[src/rtl/alpha_arbiter_pkg.sv]
// alpha_arbiter_pkg: shared widths and state encoding for the alpha finder arbiter
package alpha_arbiter_pkg;
  typedef enum logic [0:0] {IDLE, SEND} state_t;
  function automatic int final_width(input int data_width, input int block_size_log);
    return data_width * 2 + 2 + block_size_log;
  endfunction
  function automatic int tag_w(input int num_req);
    return num_req > 1 ? $clog2(num_req) : 1;
  endfunction
endpackage

[src/rtl/alpha_tag_fifo.sv]
// alpha_tag_fifo: synchronous FIFO holding grant tags in issue order
module alpha_tag_fifo #(
  parameter int W = 1,
  parameter int DEPTH = 4,
  localparam int AW = $clog2(DEPTH)
) (
  input  logic          clk,
  input  logic          rst,
  input  logic          push,
  input  logic [W-1:0]  din,
  input  logic          pop,
  output logic [W-1:0]  dout,
  output logic          full,
  output logic          empty,
  output logic [AW:0]   count
);
  logic [W-1:0] mem [DEPTH];
  logic [AW-1:0] wr_ptr, rd_ptr;
  logic do_push, do_pop;
  assign full = count == (AW+1)'(DEPTH);
  assign empty = count == '0;
  assign do_push = push && !full;
  assign do_pop = pop && !empty;
  assign dout = mem[rd_ptr];
  always_ff @(posedge clk or posedge rst) begin
    if (rst) begin
      wr_ptr <= '0;
      rd_ptr <= '0;
      count <= '0;
    end else begin
      wr_ptr <= wr_ptr + AW'(do_push);
      rd_ptr <= rd_ptr + AW'(do_pop);
      count <= count + (AW+1)'(do_push) - (AW+1)'(do_pop);
    end
  end
  always_ff @(posedge clk)
    if (do_push) mem[wr_ptr] <= din;
endmodule

[src/rtl/alpha_finder_arbiter.sv]
// alpha_finder_arbiter: round-robin sharing of one alpha_finder with in-order result routing
module alpha_finder_arbiter
  import alpha_arbiter_pkg::*;
#(
  parameter int DATA_WIDTH = 16,
  parameter int BLOCK_SIZE_LOG = 8,
  parameter int ALPHA_WIDTH = 10,
  parameter int NUM_REQ = 2,
  parameter int TAG_DEPTH = 4,
  localparam int FINAL_WIDTH = final_width(DATA_WIDTH, BLOCK_SIZE_LOG)
) (
  input  logic                           clk,
  input  logic                           rst,
  input  logic [NUM_REQ*FINAL_WIDTH-1:0] req_alphan_data,
  input  logic [NUM_REQ-1:0]             req_alphan_valid,
  output logic [NUM_REQ-1:0]             req_alphan_ready,
  input  logic [NUM_REQ*FINAL_WIDTH-1:0] req_alphad_data,
  input  logic [NUM_REQ-1:0]             req_alphad_valid,
  output logic [NUM_REQ-1:0]             req_alphad_ready,
  output logic [ALPHA_WIDTH-1:0]         req_alpha_data,
  output logic [NUM_REQ-1:0]             req_alpha_valid,
  input  logic [NUM_REQ-1:0]             req_alpha_ready,
  output logic [FINAL_WIDTH-1:0]         finder_alphan_data,
  output logic                           finder_alphan_valid,
  input  logic                           finder_alphan_ready,
  output logic [FINAL_WIDTH-1:0]         finder_alphad_data,
  output logic                           finder_alphad_valid,
  input  logic                           finder_alphad_ready,
  input  logic [ALPHA_WIDTH-1:0]         finder_output_data,
  input  logic                           finder_output_valid,
  output logic                           finder_output_ready
);
  localparam int TW = tag_w(NUM_REQ);
  localparam int CW = $clog2(TAG_DEPTH) + 1;
  state_t state;
  logic [TW-1:0] g, rr_ptr, sel, head;
  logic an_sent, ad_sent, an_hs, ad_hs, an_done, ad_done, grant, out_hs, tag_full, tag_empty;
  logic [CW-1:0] tag_count;
  logic [NUM_REQ-1:0] elig;
  assign elig = req_alphan_valid & req_alphad_valid;
  always_comb begin
    sel = rr_ptr;
    for (int k = NUM_REQ - 1; k >= 0; k--)
      if (elig[(int'(rr_ptr) + k) % NUM_REQ]) sel = TW'((int'(rr_ptr) + k) % NUM_REQ);
  end
  assign grant = state == IDLE && |elig && !tag_full && tag_count < CW'(TAG_DEPTH);
  assign finder_alphan_valid = state == SEND && !an_sent;
  assign finder_alphad_valid = state == SEND && !ad_sent;
  assign finder_alphan_data = req_alphan_data[g*FINAL_WIDTH +: FINAL_WIDTH];
  assign finder_alphad_data = req_alphad_data[g*FINAL_WIDTH +: FINAL_WIDTH];
  assign an_hs = finder_alphan_valid && finder_alphan_ready;
  assign ad_hs = finder_alphad_valid && finder_alphad_ready;
  assign an_done = an_sent || an_hs;
  assign ad_done = ad_sent || ad_hs;
  assign req_alphan_ready = NUM_REQ'(an_hs) << g;
  assign req_alphad_ready = NUM_REQ'(ad_hs) << g;
  assign req_alpha_data = finder_output_data;
  assign req_alpha_valid = NUM_REQ'(finder_output_valid && !tag_empty) << head;
  assign finder_output_ready = !tag_empty && req_alpha_ready[head];
  assign out_hs = finder_output_valid && finder_output_ready;
  always_ff @(posedge clk or posedge rst) begin
    if (rst) begin
      state <= IDLE;
      g <= '0;
      rr_ptr <= '0;
      an_sent <= 1'b0;
      ad_sent <= 1'b0;
    end else if (state == IDLE) begin
      if (grant) begin
        state <= SEND;
        g <= sel;
        an_sent <= 1'b0;
        ad_sent <= 1'b0;
      end
    end else begin
      an_sent <= an_done;
      ad_sent <= ad_done;
      if (an_done && ad_done) begin
        state <= IDLE;
        rr_ptr <= g == TW'(NUM_REQ - 1) ? '0 : g + 1'b1;
      end
    end
  end
  alpha_tag_fifo #(.W(TW), .DEPTH(TAG_DEPTH)) u_tag_fifo (
    .clk(clk),
    .rst(rst),
    .push(grant),
    .din(sel),
    .pop(out_hs),
    .dout(head),
    .full(tag_full),
    .empty(tag_empty),
    .count(tag_count)
  );
endmodule
[config.mk]
export PLATFORM = sky130hd
export DESIGN_NAME = alpha_finder_arbiter
export DESIGN_NICKNAME = d
export VERILOG_FILES = /design/src/rtl/alpha_arbiter_pkg.sv /design/src/rtl/alpha_tag_fifo.sv /design/src/rtl/alpha_finder_arbiter.sv
export SDC_FILE = /design/constraint.sdc
export NUM_CORES = 1
export LEC_CHECK = 0
export ABC_AREA = 0
export CORE_AREA = 4 4 111 113
export CTS_CLUSTER_DIAMETER = 40
export DETAILED_ROUTE_END_ITERATION = 10
export DIE_AREA = 0 0 115 117
export GPL_ROUTABILITY_DRIVEN = 0
export HOLD_SLACK_MARGIN = 0.15
export PLACE_DENSITY = 0.67
export SYNTH_ARGS = -nofsm -noshare
export SYNTH_HDL_FRONTEND = slang
export SYNTH_SLANG_ARGS = --single-unit
[constraint.sdc]
create_clock -name clk -period 2.37 [get_ports clk]
set_input_delay 0.237 -clock clk [delete_from_list [all_inputs] [get_ports clk]]
set_output_delay 0.237 -clock clk [all_outputs]
set_load 0.02 [all_outputs]
# [Yosys cells after proc, flatten, opt, wreduce, memory -nomap -nowiden]
# Memories as Yosys holds them, arrays and structs flattened.
# Cells that the tools add are included.
[classes] order_cmp=4 multipliers=1 n_reduce_logical=24 muxes=18 n_eq_ne=1 n_addsub=6 bitwise=3 n_shift=5
[op_table] cell="variable part select 84 x 8 -> 42 bit" n=2
[op_table] cell="2-to-1 mux 1 bit" n=18
[op_table] cell="logical AND 1 bit" n=13
[op_table] cell="multiplier 1 x 5 -> 6 bit, second input constant" n=1
[op_table] cell="left shift 1 x 1 -> 2 bit" n=3
[op_table] cell="adder 2 x 1 -> 2 bit" n=2
[op_table] cell="logical NOT 1 bit" n=4
[op_table] cell="less-than comparator 1 x 2 -> 1 bit, second input constant" n=2
[op_table] cell="AND reduction 2 bit" n=2
[op_table] cell="adder 3 x 1 -> 3 bit" n=1
[op_table] cell="== test 3 bit, second input constant" n=1
[op_table] cell="logical NOT 3 bit" n=1
[op_table] cell="less-than comparator 2 x 3 -> 1 bit, second input constant" n=1
[op_table] cell="less-than comparator 3 bit, second input constant" n=1
[op_table] cell="subtractor 3 x 1 -> 3 bit" n=1
[op_table] cell="adder 1 bit, second input constant" n=2
[op_table] cell="bitwise AND 2 bit" n=1
[op_table] cell="logical OR 1 bit" n=2
[op_table] cell="nonzero test 2 bit" n=1
[op_table] cell="OR reduction 2 bit" n=1
[op_table] cell="bitwise AND 1 bit, first input constant" n=1
[op_table] cell="inverter 1 bit" n=1
[totals] ff_bits=12 mem_bits_rw=4 n_memories=1 in_bits=189 wordCells=71
[memory_table] memory="u_tag_fifo.mem" depth=4 word_bits=1 read_ports=1 rd_clocked_by_memory_dff=0 wr=1 line="alpha_tag_fifo.sv:17" rtl="logic [W-1:0] mem [DEPTH];"

# [Logic depth before layout (Yosys ltp)]
# Gate-level depths: netlist of the first run.
[logic_depth] depth_word=8 ltp_mapped=7 mapped_depth_nobuf=7

# [Modules after synthesis]
# From an unflattened synthesis of the first run, not the netlist that was laid out.
[unflattened] cells_unflattened=181 hier_area_um2=2011.9
[by_module_without_submodules] module="alpha_finder_arbiter" n_inst=1 seq_area_each_um2=125.1 cells_each=142 area_each_um2=1457.6
[by_module_without_submodules] module="alpha_tag_fifo" n_inst=1 seq_area_each_um2=295.3 cells_each=39 area_each_um2=554.3

# [Least setup slack after synthesis of the first run]
# OpenSTA, ideal clock, no wires.
[synth_timing] kind="flip-flop to flip-flop" startpoint="register u_tag_fifo.rd_ptr[0]" endpoint="register u_tag_fifo.count[2]" path_stages_with_launch=8 setup_slack_ns=0.099 setup_time_ns=0.123 required_time_ns=2.247 arrival_time_ns=2.148 cell_sequence="dfrtp_1 -> mux4_2 -> mux2i_2 -> xor2_1 -> ha_1 -> fa_1 -> xnor2_1 -> xnor2_1"
[synth_via] elab_chain_len=7
[synth_lines] element="start, declared" line="alpha_tag_fifo.sv:18" rtl="logic [AW-1:0] wr_ptr, rd_ptr;"
[synth_lines] element="start signal, assigned" line="alpha_tag_fifo.sv:32" rtl="rd_ptr <= rd_ptr + AW'(do_pop);"
[synth_lines] element="memory read (4 x 1 bit)"
[synth_lines] element="2-to-1 mux 1 bit (implied by the code) (2 in series)" line="alpha_finder_arbiter.sv:59" rtl="assign finder_output_ready = !tag_empty && req_alpha_ready[head];"
[synth_lines] element="logical AND 1 bit" line="alpha_finder_arbiter.sv:59"
[synth_lines] element="logical AND 1 bit" line="alpha_finder_arbiter.sv:60" rtl="assign out_hs = finder_output_valid && finder_output_ready;"
[synth_lines] element="logical AND 1 bit" line="alpha_tag_fifo.sv:23" rtl="assign do_pop = pop && !empty;"
[synth_lines] element="subtractor 3 x 1 -> 3 bit" line="alpha_tag_fifo.sv:33" rtl="count <= count + (AW+1)'(do_push) - (AW+1)'(do_pop);"
[synth_lines] element="end signal, assigned" line="alpha_tag_fifo.sv:33"
[synth_lines] element="end, declared" line="alpha_tag_fifo.sv:15" rtl="output logic [AW:0] count"
# Every way passes these cells. The select of a mux whose other input is x is not followed.
# A chain may end at the register's enable or synchronous reset.

# [Final worst setup path of the first run]
# Ends and elaborated chain as after synthesis.

==> results_tabular.tex, run 1 <==
\begin{tabular}{lr}
\hline
Metric & Value \\
\hline
\multicolumn{2}{l}{\textbf{Outcome}} \\
\quad Run status & finished, final reports clean \\
\multicolumn{2}{l}{\textbf{Power}} \\
\quad Leakage power & 0.00184 uW \\
\quad Power density over the cells & 886 nW/um2 \\
\quad Worst vdd ir & 0.000687 V \\
\multicolumn{2}{l}{\textbf{Drt}} \\
\quad Detail-routed net length per standard cell & 20.4 um \\
\quad Post-detailed-route count of antenna-violating nets & 0 \\
\quad Drt first-iter violations & 43 \\
\quad Pre-antenna DRT Iters & 4 \\
\quad Count of vias placed by the detailed router & 2,367 \\
\quad Routed vias/inst & 4.10 \\
\quad Final routed wirelength across all metal layers & 11.8 mm \\
\quad DRC violations left & 0 \\
\multicolumn{2}{l}{\textbf{Synth}} \\
\quad Post-Syn Nets & 366 \\
\quad Number of standard cells after synthesis & 174 \\
\quad Average footprint of a synthesized cell & 10.6 um2 \\
\quad Area share of the leading cell type in the synthesized netlist & 51.8\% \\
\quad Count of warnings emitted by yosys & 0 \\
\quad Yosys reg bits & 16 \\
\quad Syn Std Cell Area & 1850 um2 \\
\quad Sequential fraction of the synthesis area & 22.7\% \\
\quad Number of library cell types mapped by synthesis & 30 \\
\quad Post-synthesis cell type with the largest combined area & sky130\_fd\_sc\_hd\_\_mux2\_2 \\
\quad Largest cells by area after synthesis & sky130\_fd\_sc\_hd\_\_mux2\_2 52\%, sky130\_fd\_sc\_hd\_\_dfrtp\_1 16\%, sky130\_fd\_sc\_hd\_\_edfxtp\_1 6.5\%, sky130\_fd\_sc\_hd\_\_buf\_4 4.1\%, sky130\_fd\_sc\_hd\_\_clkbuf\_1 2.0\% \\
\multicolumn{2}{l}{\textbf{Timing}} \\
\quad Slew margin rel. & 67.6\% \\
\quad Max-slew violation count & 0 \\
\quad Maximum frequency from static timing analysis & 444 MHz \\
\quad RSZ-0062 raised after global routing & no \\
\quad Setup TNS & 0 ns \\
\quad Total of endpoints with negative setup slack in the final report & 0 \\
\quad Setup clock skew after layout & 0.00541 ns \\
\quad Worst slew pin tran & 0.485 ns \\
\quad Hold Fails Final Rpt & 0 \\
\quad Worst hold slack & 0.304 ns \\
\quad Shortest period the worst path allows & 2.25 ns \\
\quad Crit path setup slack, layout & 0.118 ns \\
\quad Post-route fraction of the period consumed by the critical path & 95.0\% \\
\multicolumn{2}{l}{\textbf{Clock network}} \\
\quad H-tree level count & 1 \\
\quad Number of buffers between clock root and the deepest sink & 2 \\
\quad Clock latency on the worst-skew pair & 0.25 ns \\
\quad Number of sinks handled by clock tree synthesis & 16 \\
\quad CTS root buf & sky130\_fd\_sc\_hd\_\_clkbuf\_16 \\
\quad CTS tree & done \\
\quad Number of buffers added by the clock tree synthesis step & 3 \\
\quad Reg clk slew, reported paths & 0.05 ns \\
\multicolumn{2}{l}{\textbf{Floorplan}} \\
\quad Die Area & 13,500 um2 \\
\quad Count of boundary I/O pins & 292 \\
\quad Number of standard-cell rows in the floorplan & 39 \\
\quad Chip Width & 115 um \\
\quad Effective utilization at floorplan & 16.3\% \\
\quad Chip Height & 117 um \\
\quad Core outline area & 11,300 um2 \\
\multicolumn{2}{l}{\textbf{Final layout}} \\
\quad Commonest non-fill, non-tap cells in the layout & 269 x sky130\_fd\_sc\_hd\_\_clkdlybuf4s50\_1, 85 x sky130\_fd\_sc\_hd\_\_mux2\_2, 11 x sky130\_fd\_sc\_hd\_\_dfrtp\_1 \\
\quad Fraction of final layout cells with drive strength greater than 1 & 23.7\% \\
\quad Number of nets in the layout & 628 \\
\quad Leading cell type in the layout, fill and taps excluded & sky130\_fd\_sc\_hd\_\_clkdlybuf4s50\_1 \\
\quad Fill cells & 1,086 \\
\quad P\&R area growth vs syn & 160\% \\
\quad Count of inserted antenna diode cells & 0 \\
\multicolumn{2}{l}{\textbf{GRT}} \\
\quad Initial antenna violation count & 0 \\
\quad Largest net degree at the start of global routing & 37 \\
\quad Wire length of the first global-routing pass & 15.1 mm \\
\quad Via count of the first global-routing pass & 2,491 \\
\quad Total gr overflow & 0 \\
\quad GRT Util Overall & 15.2\% \\
\multicolumn{2}{l}{\textbf{Setup path}} \\
\quad Crit path launch type & register \\
\quad Crit path kind & reg2reg \\
\quad Critical-path maximum fanout & 4 \\
\quad Stage delay of the slowest cell on the critical path & 0.58 ns \\
\quad Required @ worst endpoint & 2.50 ns \\
\quad Worst Setup End Kind & register \\
\quad Worst flop-to-flop path endpoint & u\_tag\_fifo.count[2] \\
\quad Worst reg2reg setup slack & 0.12 ns \\
\quad Number of cell instances on the worst register-to-register path & 7 \\
\quad Arrival time at the worst endpoint & 2.38 ns \\
\quad Cell Chain, Critical Path & mux4\_2 -> mux2i\_2 -> xor2\_1 -> ha\_2 -> fa\_2 -> xnor2\_2 -> xnor2\_1 \\
\quad Slowest CP cell & sky130\_fd\_sc\_hd\_\_mux4\_2 \\
\quad FF-to-FF Start & u\_tag\_fifo.rd\_ptr[0] \\
\multicolumn{2}{l}{\textbf{Worst hold path}} \\
\quad Hold WC Path Type & in2async \\
\multicolumn{2}{l}{\textbf{Job}} \\
\quad Maximum capacitance violations & 0 \\
\multicolumn{2}{l}{\textbf{Placed design}} \\
\quad Worst slack, placed & 0.0551 ns \\
\quad DP Wirelength & 10.3 mm \\
\quad I/O Buffers & 271 \\
\hline
\end{tabular}
worst max-delay path by stage:
stage / slack (ns) / startpoint / to
after floorplan: 0.1 / u_tag_fifo.rd_ptr[0] / u_tag_fifo.count[2]
after global placement: 0.09 / u_tag_fifo.rd_ptr[0] / u_tag_fifo.count[2]
after detailed placement: 0.06 / u_tag_fifo.rd_ptr[0] / u_tag_fifo.count[2]
after CTS: 0.005 / g / finder_alphan_data[24]
after global routing: 0.007 / u_tag_fifo.rd_ptr[0] / u_tag_fifo.count[2]
final: 0.12 / u_tag_fifo.rd_ptr[0] / u_tag_fifo.count[2]
worst max-delay path, delay by kind of cell (launching register included):
family     cells  cell delay [ns]
flops          1             0.39
fa+ha+maj      2             0.54
mux            2             0.77
xor+xnor       3             0.45
registers in the layout, indices dropped and copies added (netlist names):
name / cells
ad_sent: 1
an_sent: 1
g: 1
rr_ptr: 1
state: 1
u_tag_fifo.count: 3
u_tag_fifo.mem: 4
u_tag_fifo.rd_ptr: 2
u_tag_fifo.wr_ptr: 2
final cells by class:
class                           count  area (um2)  area share, %
Clock buffer                        4        88.8           1.85
Multi-Input combinational cell    135        1320           27.4
Tap cell                          143         179           3.72
Sequential cell                    16         424           8.82
Inverter                            3        11.3          0.234
Timing Repair Buffer              277        2790           58.0
synth_stat cells:
master / count
sky130_fd_sc_hd__o311ai_0: 2
sky130_fd_sc_hd__xnor2_1: 3
sky130_fd_sc_hd__a21oi_1: 2
sky130_fd_sc_hd__buf_4: 10
sky130_fd_sc_hd__edfxtp_1: 4
sky130_fd_sc_hd__and3_1: 3
sky130_fd_sc_hd__a21o_1: 1
sky130_fd_sc_hd__nor2_1: 9
sky130_fd_sc_hd__and3b_1: 1
sky130_fd_sc_hd__or2_2: 1
sky130_fd_sc_hd__fa_1: 1
sky130_fd_sc_hd__a21boi_0: 1
sky130_fd_sc_hd__nand2_1: 9
sky130_fd_sc_hd__mux2i_1: 1
sky130_fd_sc_hd__a31oi_1: 1
sky130_fd_sc_hd__o21ai_0: 2
sky130_fd_sc_hd__mux2i_2: 1
sky130_fd_sc_hd__a211oi_1: 1
sky130_fd_sc_hd__nand2b_1: 1
sky130_fd_sc_hd__mux2_2: 85
sky130_fd_sc_hd__dfrtp_1: 12
sky130_fd_sc_hd__nor3b_1: 1
sky130_fd_sc_hd__and3b_2: 1
sky130_fd_sc_hd__nor4_1: 1
sky130_fd_sc_hd__ha_1: 2
sky130_fd_sc_hd__mux4_2: 1
sky130_fd_sc_hd__inv_1: 3
sky130_fd_sc_hd__clkbuf_1: 10
sky130_fd_sc_hd__nor3_1: 1
sky130_fd_sc_hd__xor2_1: 3
through the flow:
step | total power [uW] | instance area, um2 | utilization (%) | cells
global placement | 3850 | 4690 | 41.5 | 573
global route | 4500 | 4810 | 42.5 | 578
detailed placement | 3870 | 4690 | 41.5 | 573
finish | 4260 | 4810 | 42.5 | 578
floorplan | 2370 | 1850 | - | 174
CTS | 4260 | 4780 | 42.2 | 577
per-layer routing:
| metal | track usage (%) | vias up | share of wire, % | wire length (um) |
|---|---|---|---|---|
| li1 | - | 1145 | - | - |
| met1 | 18.2 | 1084 | 38 | 4460 |
| met2 | 26.6 | 124 | 52 | 6080 |
| met3 | 5.55 | 14 | 8.8 | 1040 |
| met4 | 2.58 | 0 | 1.8 | 211 |
| met5 | 0 | - | 0 | 0 |
kinds of logic after synthesis:
logic type	Yosys count	synth area share, %
muxes	88	54.3
and+or+nand+nor	28	7.38
AOI/OAI and AO/OA	10	3.59
xor gates and xnor gates	6	2.84
buffers and inverters	23	6.70
adders and majority gates	3	2.44
DFF	16	22.7
where the power goes:
part | switching, uW | internal, uW
logic | 1470 | 1840
registers | 165 | 416
clock network | 105 | 256
repair_timing:
item | in CTS | in global routing
gates resized for setup | 0 | 5
endpoints found under the setup margin | 0 | 37
hold buffers | 0 | 0
setup buffers | 0 | 1
Power figures use the tool's default switching activity.
==> inputs of run 2 (changes only) <==
- HOLD_SLACK_MARGIN: 0.15 -> 0.05
==> results of run 2 <==
Same layout as run 1: the final DEF is identical, and so are final timing and power.
